[src/rtl/fifo_rd_adapter_pkg.sv]
// fifo_rd_adapter_pkg: shared defaults and types for the FIFO read adapter
package fifo_rd_adapter_pkg;
  localparam int DEF_FIFO_WIDTH = 16;
  localparam int DEF_SKID_DEPTH = 3;
  typedef logic [DEF_FIFO_WIDTH-1:0] word_t;
  typedef enum logic [1:0] {IDLE, PARTIAL, FULL} buf_state_t;
endpackage

[src/rtl/fifo_rd_adapter_if.sv]
// fifo_rd_adapter_if: FIFO read port plus output stream bundle
// stall_count/starve_count exist only when FIFO_RD_STALL_CNT_EN is defined
interface fifo_rd_adapter_if import fifo_rd_adapter_pkg::*; #(parameter int W = DEF_FIFO_WIDTH);
  logic fifo_empty, fifo_underflow, fifo_rd_en, m_valid, m_ready, underflow_err;
  logic [W-1:0] fifo_data_out, m_data;
  logic [15:0] pop_count;
`ifdef FIFO_RD_STALL_CNT_EN
  logic [15:0] stall_count, starve_count;
  modport master (input fifo_empty, fifo_underflow, fifo_data_out, m_ready,
                  output fifo_rd_en, m_valid, m_data, pop_count, underflow_err, stall_count, starve_count);
  modport slave (output fifo_empty, fifo_underflow, fifo_data_out, m_ready,
                 input fifo_rd_en, m_valid, m_data, pop_count, underflow_err, stall_count, starve_count);
`else
  modport master (input fifo_empty, fifo_underflow, fifo_data_out, m_ready,
                  output fifo_rd_en, m_valid, m_data, pop_count, underflow_err);
  modport slave (output fifo_empty, fifo_underflow, fifo_data_out, m_ready,
                 input fifo_rd_en, m_valid, m_data, pop_count, underflow_err);
`endif
endinterface

[src/rtl/fifo_skid_buf.sv]
// fifo_skid_buf: circular skid storage with explicit-compare pointer wrap
module fifo_skid_buf import fifo_rd_adapter_pkg::*; #(
  parameter int W = DEF_FIFO_WIDTH,
  parameter int D = DEF_SKID_DEPTH
) (
  input  logic                   clk,
  input  logic                   rst_n,
  input  logic                   wr,
  input  logic [W-1:0]           wdata,
  input  logic                   rd,
  output logic [$clog2(D+1)-1:0] occ,
  output buf_state_t             state,
  output logic [W-1:0]           rdata
);
  localparam int PW = $clog2(D);
  localparam int OW = $clog2(D+1);
  logic [W-1:0] mem [D];
  logic [PW-1:0] wr_ptr, rd_ptr;
  always_ff @(posedge clk or negedge rst_n)
    if (!rst_n) begin
      for (int i = 0; i < D; i++) mem[i] <= '0;
      wr_ptr <= '0;
      rd_ptr <= '0;
      occ <= '0;
    end else begin
      if (wr) begin
        mem[wr_ptr] <= wdata;
        wr_ptr <= wr_ptr == PW'(D-1) ? '0 : wr_ptr + 1'b1;
      end
      if (rd) rd_ptr <= rd_ptr == PW'(D-1) ? '0 : rd_ptr + 1'b1;
      occ <= occ + OW'(wr) - OW'(rd);
    end
  assign state = occ == '0 ? IDLE : occ == OW'(D) ? FULL : PARTIAL;
  assign rdata = mem[rd_ptr];
endmodule

[src/rtl/fifo_rd_adapter.sv]
// fifo_rd_adapter: drains the FIFO read port into a valid/ready stream at one word per cycle
// optional FIFO_RD_STALL_CNT_EN adds saturating stall/starve counters
module fifo_rd_adapter import fifo_rd_adapter_pkg::*; #(
  parameter int FIFO_WIDTH = DEF_FIFO_WIDTH,
  parameter int SKID_DEPTH = DEF_SKID_DEPTH
) (
  input logic clk,
  input logic rst_n,
  fifo_rd_adapter_if.master bus
);
  logic inflight, pop;
  logic [$clog2(SKID_DEPTH+1)-1:0] occ;
  buf_state_t state;
  logic [FIFO_WIDTH-1:0] rdata;
  fifo_skid_buf #(.W(FIFO_WIDTH), .D(SKID_DEPTH)) u_buf (
    .clk(clk), .rst_n(rst_n), .wr(inflight), .wdata(bus.fifo_data_out),
    .rd(pop), .occ(occ), .state(state), .rdata(rdata)
  );
  // every in-flight read already owns a slot, so capture can never overflow
  assign bus.fifo_rd_en = rst_n && !bus.fifo_empty && (int'(occ) + int'(inflight) < SKID_DEPTH);
  assign bus.m_valid = state != IDLE;
  assign bus.m_data = rdata;
  assign pop = bus.m_valid && bus.m_ready;
  always_ff @(posedge clk or negedge rst_n)
    if (!rst_n) begin
      inflight <= 1'b0;
      bus.pop_count <= '0;
      bus.underflow_err <= 1'b0;
    end else begin
      inflight <= bus.fifo_rd_en;
      bus.pop_count <= bus.pop_count + 16'(pop);
      bus.underflow_err <= bus.underflow_err | bus.fifo_underflow;
    end
`ifdef FIFO_RD_STALL_CNT_EN
  always_ff @(posedge clk or negedge rst_n)
    if (!rst_n) begin
      bus.stall_count <= '0;
      bus.starve_count <= '0;
    end else begin
      bus.stall_count <= bus.stall_count + 16'(bus.m_valid && !bus.m_ready && bus.stall_count != 16'hFFFF);
      bus.starve_count <= bus.starve_count + 16'(state == IDLE && !inflight && bus.fifo_empty && bus.starve_count != 16'hFFFF);
    end
`endif
endmodule
[src/flat_wrapper.sv]
// flat-port wrapper written by rule: the top's interface ports become plain ports
module fifo_rd_adapter_flat import fifo_rd_adapter_pkg::*;
#(
  parameter int FIFO_WIDTH = DEF_FIFO_WIDTH,
  parameter int SKID_DEPTH = DEF_SKID_DEPTH
)
  (clk, rst_n, bus_fifo_empty, bus_fifo_underflow, bus_fifo_data_out, bus_m_ready, bus_fifo_rd_en, bus_m_valid, bus_m_data, bus_pop_count, bus_underflow_err);
  fifo_rd_adapter_if bus_i ();
  input logic clk;
  input logic rst_n;
  input wire logic [$bits(bus_i.fifo_empty)-1:0] bus_fifo_empty;
  input wire logic [$bits(bus_i.fifo_underflow)-1:0] bus_fifo_underflow;
  input wire logic [$bits(bus_i.fifo_data_out)-1:0] bus_fifo_data_out;
  input wire logic [$bits(bus_i.m_ready)-1:0] bus_m_ready;
  output wire logic [$bits(bus_i.fifo_rd_en)-1:0] bus_fifo_rd_en;
  output wire logic [$bits(bus_i.m_valid)-1:0] bus_m_valid;
  output wire logic [$bits(bus_i.m_data)-1:0] bus_m_data;
  output wire logic [$bits(bus_i.pop_count)-1:0] bus_pop_count;
  output wire logic [$bits(bus_i.underflow_err)-1:0] bus_underflow_err;
  assign bus_i.fifo_empty = bus_fifo_empty;
  assign bus_i.fifo_underflow = bus_fifo_underflow;
  assign bus_i.fifo_data_out = bus_fifo_data_out;
  assign bus_i.m_ready = bus_m_ready;
  assign bus_fifo_rd_en = bus_i.fifo_rd_en;
  assign bus_m_valid = bus_i.m_valid;
  assign bus_m_data = bus_i.m_data;
  assign bus_pop_count = bus_i.pop_count;
  assign bus_underflow_err = bus_i.underflow_err;
  fifo_rd_adapter #(.FIFO_WIDTH(FIFO_WIDTH), .SKID_DEPTH(SKID_DEPTH)) u_core (.clk(clk), .rst_n(rst_n), .bus(bus_i));
endmodule
[config.mk]
export PLATFORM = sky130hd
export DESIGN_NAME = fifo_rd_adapter_flat
export DESIGN_NICKNAME = d
export VERILOG_FILES = /design/src/rtl/fifo_rd_adapter_pkg.sv /design/src/rtl/fifo_rd_adapter_if.sv /design/src/rtl/fifo_skid_buf.sv /design/src/rtl/fifo_rd_adapter.sv /design/src/flat_wrapper.sv
export SDC_FILE = /design/constraint.sdc
export NUM_CORES = 1
export LEC_CHECK = 0
export ABC_CLOCK_PERIOD_IN_PS = 1800
export BUFFER_PORTS_ARGS = -buffer_cell sky130_fd_sc_hd__buf_4
export CAP_MARGIN = 20
export CORE_AREA = 2 2 93 95
export DETAILED_ROUTE_END_ITERATION = 12
export DIE_AREA = 0 0 95 97
export HOLD_SLACK_MARGIN = 0.06
export SETUP_SLACK_MARGIN = 0.4
export SYNTH_ARGS = -nofsm -noshare
export SYNTH_HDL_FRONTEND = slang
export SYNTH_HIERARCHICAL = 1
export SYNTH_SLANG_ARGS = --single-unit
export TNS_END_PERCENT = 1
[constraint.sdc]
create_clock -name clk -period 1.8 [get_ports clk]
set_input_delay 0.09 -clock clk [delete_from_list [all_inputs] [get_ports clk]]
set_output_delay 0.09 -clock clk [all_outputs]
set_load 0.005 [all_outputs]
==> impl_metrics.yaml, run 1 <==
synthesis:
  synth.distinct_cells: 27
  synth_compound_area_frac: 0.0501
  yosysSeqAreaShare: 0.559
  synth.mux.area_fraction: 0.224
  yosysTopAreaCell: "dfrtp_1"
  synth_fa_ha_area_frac: 0.0311
  synthXorXnorAreaFrac: 0.0435
  avgSynthCellArea_um2: 14.0
  synth.area.top_cells: "dfrtp_1, mux2_2, mux2i_1"
  yosysWarningCount: 6
  synth_top_family_by_area: "multiplexers"
  postSynthCellCount: 230
  synthSimpleGateAreaFrac: 0.0652
  synth.net_count: 259
  synth-seq-cells: 72
  synth_area_um2: 3220
  synthDominantCellAreaShare: 0.559
pwr:
  p_leak_nw: 2.08
  internal_power_mw: 5.32
  seqPwrFrac: 0.367
  switching_share: 0.329
  power.total_mw: 7.93
  ir_worst_vdd_mv: 0.762
  p_clk_frac: 0.143
  power_density_nw_per_um2: 1680
  pwr-share-comb: 0.490
  switchingPower_mw: 2.61
job:
  maxCapViolCount: 0
outcome:
  status: "finished with violations"
  violations: "negative setup slack"
critical_path:
  cp.arrival_ps: 2170
  required_ps: 2020
  crit_type: "flip-flop to flip-flop"
  cp_max_fo: 4
  cp-end-kind: "flip-flop"
  critPathLaunchType: "flip-flop"
die:
  fp.dieH_um: 97
  die_area_um2: 9220
  fp-row-count: 33
  start_util: 0.396
  io_pins: 56
  fp.dieW_um: 95
  core_um2: 8130
cts:
  clock_path_buffers: 2
  htreeDepth: 3
  cts_buffers: 9
  path_clk_slew_ps: 70
  worstSkewPairLatency_ps: 340
  cts.sinks: 72
  root_buffer: "clkbuf_8"
  cts_tree: "built"
global_routing:
  grt_max_degree: 73
  antenna_found_initial: 0
  grt_overflow: 0
  grt_pass1_wl_um: 10800
  grt.total_usage: 0.152
  grt_pass1_vias: 2232
sta:
  setup_ws_ps: -149
  period_needed_ps: 1950
  skew_ps: 8.14
  rsz0062_at_grt: "yes"
  worst_pin_slew_ps: 907
  finalSetupViolCount: 9
  timing.fmax_mhz: 513
  timing.final.crit_share: 1.08
  maxSlewHeadroom: 0.395
  slew_violations: 0
  hold_viol_final: 0
finish:
  antennaDiodeCount: 0
  nets: 352
  num-fill-cells: 658
  design_area_um2: 4710
  drive_above_1_share: 0.557
  final_cells: 432
  area_growth_pct: 46.2
drt:
  post_drt_wl_per_cell_um: 15.1
  drt_pre_antenna_iters: 4
  finalWirelength_um: 6540
  postRouteAntennaNets: 0
  vias: 2157
  drc: 0
  avgViaCountPerCell: 4.99
  drt_iter0_markers: 76
place:
  hpwl_um: 4000
  placed_cell_area_um2: 3860
  io_buffers: 55
  placed_cells: 395
  gp_congestion: 0.740
  dp_slack_ps: -130
worst_hold_path:
  hold_path_class: "input port to flip-flop"
-- power groups by stage --
stage                     Clock [mW]  Sequential, mW  Combinational, mW
after global placement             0            2.74               2.77
final                           1.13            2.91               3.89
after CTS                       1.19            2.87               3.67
after global routing            1.24            3.00               4.19
after detailed placement           0            2.76               2.81
after floorplan                    0            2.67               1.70
-- routing by layer --
metal / wire, µm / global-route usage / part of all wire / vias up
li1: - / - / - / 1013
met1: 3110 / 0.209 / 0.47 / 1088
met2: 3100 / 0.233 / 0.47 / 44
met3: 222 / 0.0319 / 0.034 / 12
met4: 116 / 0.0647 / 0.018 / 0
met5: 0 / 0 / 0 / -
-- state kept, by name, summed over array words and instances (netlist names) --
signal / count
u_core/bus.pop_count: 16
u_core/u_buf/rd_ptr: 2
u_core/u_buf/wr_ptr: 2
u_core/bus.underflow_err: 1
u_core/u_buf/mem: 48
u_core/inflight: 1
u_core/u_buf/occ: 2
-- cells in the mapped netlist (all sizes together) --
master / count
dfrtp: 72
mux2: 50
mux2i: 16
o2bb2ai: 16
xor2: 10
buf: 9
ha: 8
inv: 6
nand3: 6
xnor2: 6
nor2: 5
nand2: 4
nand4: 4
nor4: 4
nor3: 3
nand3b: 2
or2: 2
a2111oi: 1
a21o: 1
and2: 1
clkbuf: 1
nor2b: 1
nor3b: 1
o21ai: 1
-- kinds of logic after synthesis --
kind of cell             after synthesis
AO/OA/AOI/OAI                         19
XOR/XNOR                              16
adder cells (fa/ha/maj)                8
buffers and inverters                 16
flip-flops                            72
multiplexers                          66
AND/OR/NAND/NOR                       33
-- cell usage in the layout (no fill, tap or decap), types with 4 or more instances in the layout --
master,n
clkbuf_8,11
dfrtp_1,72
nor2_1,5
ha_4,4
inv_1,6
mux2_4,16
mux2i_2,4
o2bb2ai_4,6
o2bb2ai_2,10
mux2i_4,5
nand3_1,5
mux2_2,34
buf_6,9
buf_4,60
xnor2_1,5
xor2_1,10
nand2_1,4
dlygate4sd3_1,19
mux2i_1,7
-- path summary, 6_finish.rpt --
| path | start | to | slack, ps | cells after the start |
|---|---|---|---|---|
| max | u_core/u_buf/occ[1] | u_core/bus.pop_count[12] | -150 | 9 |
| max reg2reg | u_core/u_buf/occ[1] | u_core/bus.pop_count[12] | -150 | 9 |
| min reg2reg | u_core/bus.underflow_err | u_core/bus.underflow_err | 480 | 1 |
| min | bus_m_ready | u_core/u_buf/occ[1] | 250 | 4 |
| min in group asynchronous | rst_n | u_core/u_buf/mem[47] | 530 | 3 |
| max in group asynchronous | rst_n | u_core/bus.pop_count[7] | 690 | 3 |
-- critical path: stages, from the launching register on --
cell	delay, ps
dfrtp_1	380
ha_1	290
or2_4	230
and2_4	160
ha_4	160
ha_4	160
nand4_1	130
buf_4	150
nor3_2	40
xor2_1	140
-- through the flow --
step | TNS, ps | utilization | hold WS, ps
3_3_place_gp | -361 | 0.474 | 282
6_report | -583 | 0.579 | 254
2_1_floorplan | -299 | - | -206
3_5_place_dp | -728 | 0.474 | 279
5_1_grt | -1720 | 0.579 | 268
4_1_cts | -736 | 0.563 | 241
-- timing repair --
item / CTS / global route
setup buffers: 2 / 1
setup endpoints to repair: 39 / 83
gates cloned: 0 / 0
hold buffers: 19 / 0
pin swaps: 20 / 3
endpoints found under the hold margin: 122 / 0
gates resized for setup: 52 / 30
-- final cells by class --
cell class	instances	area, µm²	area share
Multi-Input combinational cell	142	1760	0.373
Tap cell	105	131	0.0279
Clock buffer	12	155	0.0329
Clock inverter	3	17.5	0.00372
Sequential cell	72	1800	0.382
Inverter	6	22.5	0.00478
Timing Repair Buffer	92	827	0.175
Note: power is estimated with default switching activity, not from simulation.
==> run 2: changes to the inputs <==
Settings changed: ABC_AREA set to 1, CORE_AREA 2 2 93 95 to 2 2 98 100, DIE_AREA 0 0 95 97 to 0 0 100 102.
==> run 2 against run 1 <==
Against the previous run: the flow now finishes without violations; core utilization fell by 6.3 points; clock power rose by 15%; largest cell class unchanged; global-route usage is 3.9 points higher; first-iteration DRC count rose to 2.9 times the previous value; sequential power is essentially flat; via count is 47% higher; register-to-register slack gained 220 ps.
==> impl_metrics.yaml, run 2 <==
die:
  fp-row-count: 35
  io_pins: 56
  fp.dieH_um: 102
  core_um2: 9110
  start_util: 0.393
  fp.dieW_um: 100
  die_area_um2: 10200
critical_path:
  critPathLaunchType: "flip-flop"
  crit_type: "flip-flop to flip-flop"
  cpMaxStageDelayCell: "dfrtp_1"
  path_delay_family: "adder cells"
  cpPeakStageDelay_ps: 420
  cp-end-kind: "flip-flop"
  r2r_slack_ps: 70
  crit_top_cell: "ha_1"
  cp.arrival_ps: 1960
  r2r_start: "u_core/u_buf/occ[1]"
  cp-endpoint: "u_core/u_buf/occ[1]"
  crit_start: "u_core/u_buf/occ[1]"
  crit_path_cell_trace: "ha_4 -> o21a_4 -> buf_6 -> ha_1 -> inv_1 -> ha_1 -> nand3_1 -> nand2_1"
  crit_cells: 8
  path_buf_inv: 2
  r2r-end: "u_core/u_buf/occ[1]"
  worstRegToRegCells: 8
  cp_max_fo: 5
  required_ps: 2030
global_routing:
  grt_overflow: 0
  grt_max_degree: 73
  grt_pass1_vias: 3098
  antenna_found_initial: 0
  grt_pass1_wl_um: 15400
  grt.total_usage: 0.191
cts:
  htreeDepth: 3
  worstSkewPairLatency_ps: 340
  clock_path_buffers: 2
  root_buffer: "clkbuf_8"
  cts.sinks: 72
  cts_buffers: 9
  cts_tree: "built"
  path_clk_slew_ps: 70
sta:
  timing.fmax_mhz: 578
  setup_ws_ps: 68.8
  maxSlewHeadroom: 0.744
  hold_viol_final: 0
  slew_violations: 0
  timing.final.crit_share: 0.962
  hold_slack_ps: 193
  skew_ps: 7.78
  rsz0062_at_grt: "yes"
  worst_pin_slew_ps: 384
  finalSetupViolCount: 0
  period_needed_ps: 1730
drt:
  vias: 3174
  drc: 0
  finalWirelength_um: 9220
  post_drt_wl_per_cell_um: 15.1
  postRouteAntennaNets: 0
  avgViaCountPerCell: 5.20
  drt_iter0_markers: 222
  drt_pre_antenna_iters: 5
pwr:
  ir_worst_vdd_mv: 0.621
  p_clk_frac: 0.173
  pwr-share-comb: 0.440
  switching_share: 0.395
  p_leak_nw: 2.30
  power.total_mw: 7.51
  seqPwrFrac: 0.387
  internal_power_mw: 4.54
  switchingPower_mw: 2.97
  power_density_nw_per_um2: 1600
synthesis:
  synth.net_count: 442
  yosysWarningCount: 6
  postSynthCellCount: 413
  synthDominantCellAreaShare: 0.503
  yosysSeqAreaShare: 0.503
  synth_ff_type: "dfrtp_1"
  yosysMostFrequentCell: "nand2_1"
  synth-seq-cells: 72
  synthTopCellsByCount: "nand2_1, dfrtp_1, nand3_1, nand4_1, inv_1"
  synth.area.top_cells: "dfrtp_1, nand2_1, nand3_1"
  synth.distinct_cells: 26
  synth_area_um2: 3580
  avgSynthCellArea_um2: 8.66
  synth_enable_flop_cells: 0
  yosysTopAreaCell: "dfrtp_1"
  async_flop_share: 1.00
finish:
  drive_above_1_share: 0.269
  design_area_um2: 4700
  reg_top3: "u_core/u_buf/mem: 48 flops, u_core/bus.pop_count: 16 flops"
  final_cell_mix: "nand2_1, buf_4, dfrtp_1, nand3_1, nand4_1"
  area_growth_pct: 31.4
  antennaDiodeCount: 0
  multi_input_area_um2: 1690
  num-fill-cells: 871
  regArea_um2: 1810
  final_cells: 610
  nets: 523
  top_register: "u_core/u_buf/mem"
  final_common_cell: "nand2_1"
  largest_reg_flops: 48
place:
  dp_slack_ps: -7.29
  hpwl_um: 5710
  placed_cell_area_um2: 4100
  io_buffers: 55
  placed_cells: 567
  gp_congestion: 0.762
worst_hold_path:
  hold_path_class: "input port to flip-flop"
job:
  maxCapViolCount: 0
outcome:
  status: "finished, final reports clean"
==> run 2: repair_timing <==
item                                    CTS  global route
gates resized for setup                   8            28
hold buffers                             18             0
buffers inserted                          8             1
endpoints found under the hold margin   121             0
pin swaps                                 7            13
endpoints found under the setup margin   85            87
cloned                                    0             0
==> run 2: kinds of logic after synthesis <==
logic type,count (synthesis),synth area share
and+or+nand+nor,277,0.375
DFF,72,0.503
buffers and inverters,41,0.0633
xor gates and xnor gates,8,0.0196
adders and majority gates,8,0.0280
AOI/OAI and AO/OA,7,0.0105
==> run 2: metrics by stage <==
stage | setup TNS, ps | util
3_3_place_gp | 0 | 0.450
4_1_cts | 0 | 0.504
5_1_grt | -4.61 | 0.516
6_report | 0 | 0.516
2_1_floorplan | 0 | -
3_5_place_dp | -13.5 | 0.450
==> run 2: final cells by class <==
cell class / instances / area share
Tap cell: 111 / 0.0295
Multi-Input combinational cell: 300 / 0.360
Clock buffer: 13 / 0.0338
Sequential cell: 72 / 0.384
Timing Repair Buffer: 93 / 0.167
Inverter: 18 / 0.0170
Clock inverter: 3 / 0.00851
==> run 2: power by group through the flow <==
stage	clock (mW)	combinational, mW	sequential, mW
2_1_floorplan	0	1.99	2.65
3_3_place_gp	0	2.93	2.86
3_5_place_dp	0	3.00	2.88
4_1_cts	1.34	3.19	2.87
5_1_grt	1.42	3.72	3.00
6_report	1.30	3.31	2.91
==> run 2: how the worst min path moves through the flow <==
stage          depth (start not counted)                 endpoint  slack [ps]        start
4_1_cts                                4   u_core/u_buf/rd_ptr[0]         240  bus_m_ready
2_1_floorplan                          0  u_core/bus.pop_count[0]        -210        rst_n
3_3_place_gp                           2  u_core/bus.pop_count[4]         170        rst_n
6_report                               4   u_core/u_buf/rd_ptr[0]         190  bus_m_ready
5_1_grt                                4   u_core/u_buf/rd_ptr[0]         210  bus_m_ready
3_5_place_dp                           2  u_core/bus.pop_count[4]         170        rst_n
==> run 2: worst reg2reg max path, stage by stage, from the launching register on <==
cell and delay (ps):
dfrtp_1 420, ha_4 260, o21a_4 210, buf_6 120, ha_1 260, inv_1 40, ha_1 180, nand3_1 80
nand2_1 50
==> run 2: layer usage <==
| metal | share of wire | track usage | wire [µm] | up-vias |
|---|---|---|---|---|
| met5 | 0 | 0 | 0 | - |
| met4 | 0.0087 | 0.0632 | 80 | 0 |
| met3 | 0.049 | 0.0308 | 454 | 8 |
| met2 | 0.49 | 0.314 | 4530 | 89 |
| met1 | 0.45 | 0.261 | 4150 | 1536 |
| li1 | - | - | - | 1541 |
==> run 3: changes to the inputs <==
Settings changed: ABC_CLOCK_PERIOD_IN_PS 1800 to 1730.
Clock period 1.8 ns to 1.73 ns, I/O delays scaled along.
==> run 3 against run 2 <==
Against the previous run: the flow now finishes with violations (negative setup slack); via count rose by 1.3%; sequential power up 6.9%; sequential share of layout area decreased by 1.9 points; routed wire length rose by 3.7%; core utilization up 2.8 points; non-clock buffer count rose by 4; largest cell class is now multi-input combinational cells; largest power group unchanged.
==> impl_metrics.yaml, run 3 (same netlist as run 2, synthesis figures left out) <==
outcome:
  status: "finished with violations"
  violations: "negative setup slack"
critical_path:
  cp_max_fo: 3
  r2r-end: "u_core/bus.pop_count[10]"
  required_ps: 1970
  cpMaxStageDelayCell: "dfrtp_1"
  worstRegToRegCells: 10
  path_delay_family: "adder cells"
  r2r_slack_ps: -8
  r2r_start: "u_core/u_buf/occ[0]"
  crit_path_cell_trace: "ha_4 -> o21a_4 -> ha_4 -> ha_4 -> nand3_4 -> inv_4 -> nand2_4 -> nor2_1 -> nand2_1 -> nand2_1"
  critPathLaunchType: "flip-flop"
  cp-end-kind: "flip-flop"
  path_buf_inv: 1
  cpPeakStageDelay_ps: 430
  cp.arrival_ps: 1980
  crit_top_cell: "ha_4"
  crit_cells: 10
  crit_type: "flip-flop to flip-flop"
sta:
  hold_viol_final: 0
  worst_pin_slew_ps: 697
  hold_slack_ps: 210
  timing.fmax_mhz: 575
  skew_ps: 5.56
  period_needed_ps: 1740
  slew_violations: 0
  finalSetupViolCount: 2
  setup-tns-final_ps: -12.8
  rsz0062_at_grt: "yes"
  timing.final.crit_share: 1.00
  maxSlewHeadroom: 0.534
  setup_ws_ps: -8.38
cts:
  cts.sinks: 72
  root_buffer: "clkbuf_8"
  cts_buffers: 9
  clock_path_buffers: 2
  htreeDepth: 3
  path_clk_slew_ps: 80
  cts_tree: "built"
  worstSkewPairLatency_ps: 350
die:
  core_um2: 9110
  fp.dieW_um: 100
  die_area_um2: 10200
  fp-row-count: 35
  io_pins: 56
  start_util: 0.393
  fp.dieH_um: 102
place:
  gp_congestion: 0.795
  placed_cell_area_um2: 4130
  io_buffers: 55
  hpwl_um: 5810
finish:
  largest_reg_flops: 48
  area_growth_pct: 38.6
  reg_top3: "u_core/u_buf/mem: 48 flops, u_core/bus.pop_count: 16 flops"
  final_common_cell: "nand2_1"
  drive_above_1_share: 0.394
  nets: 527
  final_cell_mix: "nand2_1, buf_4, dfrtp_1, nand3_1, nand2_2"
  antennaDiodeCount: 0
  top_register: "u_core/u_buf/mem"
  design_area_um2: 4960
pwr:
  ir_worst_vdd_mv: 0.789
  pwr-share-comb: 0.466
  switchingPower_mw: 3.42
  internal_power_mw: 5.01
  power_density_nw_per_um2: 1700
  p_leak_nw: 2.34
  p_clk_frac: 0.165
  switching_share: 0.406
  seqPwrFrac: 0.369
drt:
  postRouteAntennaNets: 0
  finalWirelength_um: 9560
  drt_pre_antenna_iters: 5
  avgViaCountPerCell: 5.24
  post_drt_wl_per_cell_um: 15.6
  vias: 3216
  drt_iter0_markers: 174
  drc: 0
worst_hold_path:
  whs_endpoint: "u_core/inflight"
  whs_path_depth: 5
  hold_path_class: "input port to flip-flop"
  hold_start: "bus_fifo_empty"
global_routing:
  grt_pass1_wl_um: 15800
  grt.total_usage: 0.197
  antenna_found_initial: 0
  grt_max_degree: 54
  grt_pass1_vias: 3201
  grt_overflow: 0
job:
  maxCapViolCount: 0
## run 3: how the worst max path moves through the flow
stage	to	startpoint
floorplan	u_core/bus.pop_count[10]	u_core/u_buf/occ[0]
global route	bus_fifo_rd_en	u_core/u_buf/occ[0]
detailed placement	u_core/bus.pop_count[10]	u_core/u_buf/occ[0]
CTS	u_core/bus.pop_count[10]	u_core/u_buf/occ[0]
finish	u_core/bus.pop_count[10]	u_core/u_buf/occ[0]
global placement	u_core/bus.pop_count[10]	u_core/u_buf/occ[0]
## run 3: layout make-up
class,count,area [µm²]
Clock buffer,11,151
Sequential cell,72,1810
Fill cell,868,4150
Inverter,18,90.1
Timing Repair Buffer,97,825
Multi-Input combinational cell,300,1890
Tap cell,111,139
Clock inverter,5,55.1
## run 3: worst reg2reg max path: stages (launching register included)
cell and delay [ps]:
dfrtp_1 430, ha_4 260, o21a_4 230, ha_4 170, ha_4 160, nand3_4 110
inv_4 60, nand2_4 60, nor2_1 40, nand2_1 60, nand2_1 50
## run 3: layer usage
metal  global-route usage  part of all wire  up-vias  routed length, µm
li1                     -                 -     1561                  -
met1                0.259              0.44     1551               4210
met5                    0                 0        -                  0
met2                0.327              0.50       96               4790
met3               0.0472             0.050        8                480
met4               0.0580            0.0089        0                 85
## run 3: repair_timing
item,in CTS,in global routing
hold buffers,18,0
setup buffers,7,2
setup endpoints to repair,88,88
hold endpoints to repair,121,0
resized for setup,17,89
pin swaps,11,112
## run 3: power groups by stage
stage                     clock (mW)  sequential [mW]  combinational (mW)
after floorplan                    0             2.76                2.07
after global placement             0             2.95                3.12
after detailed placement           0             2.97                3.19
after CTS                       1.44             2.96                3.40
after global routing            1.50             3.21                4.39
final                           1.39             3.11                3.93
## run 3: through the flow
stage                     setup slack, ps  utilization  power [mW]  std cells
after global placement              -8.05        0.453        6.06        571
after floorplan                     -37.2            -        4.83        413
after detailed placement            -72.7        0.453        6.15        571
final                               -8.38        0.545        8.43        614
after global routing                -86.5        0.545        9.10        614
after CTS                           -47.2        0.510        7.80        612
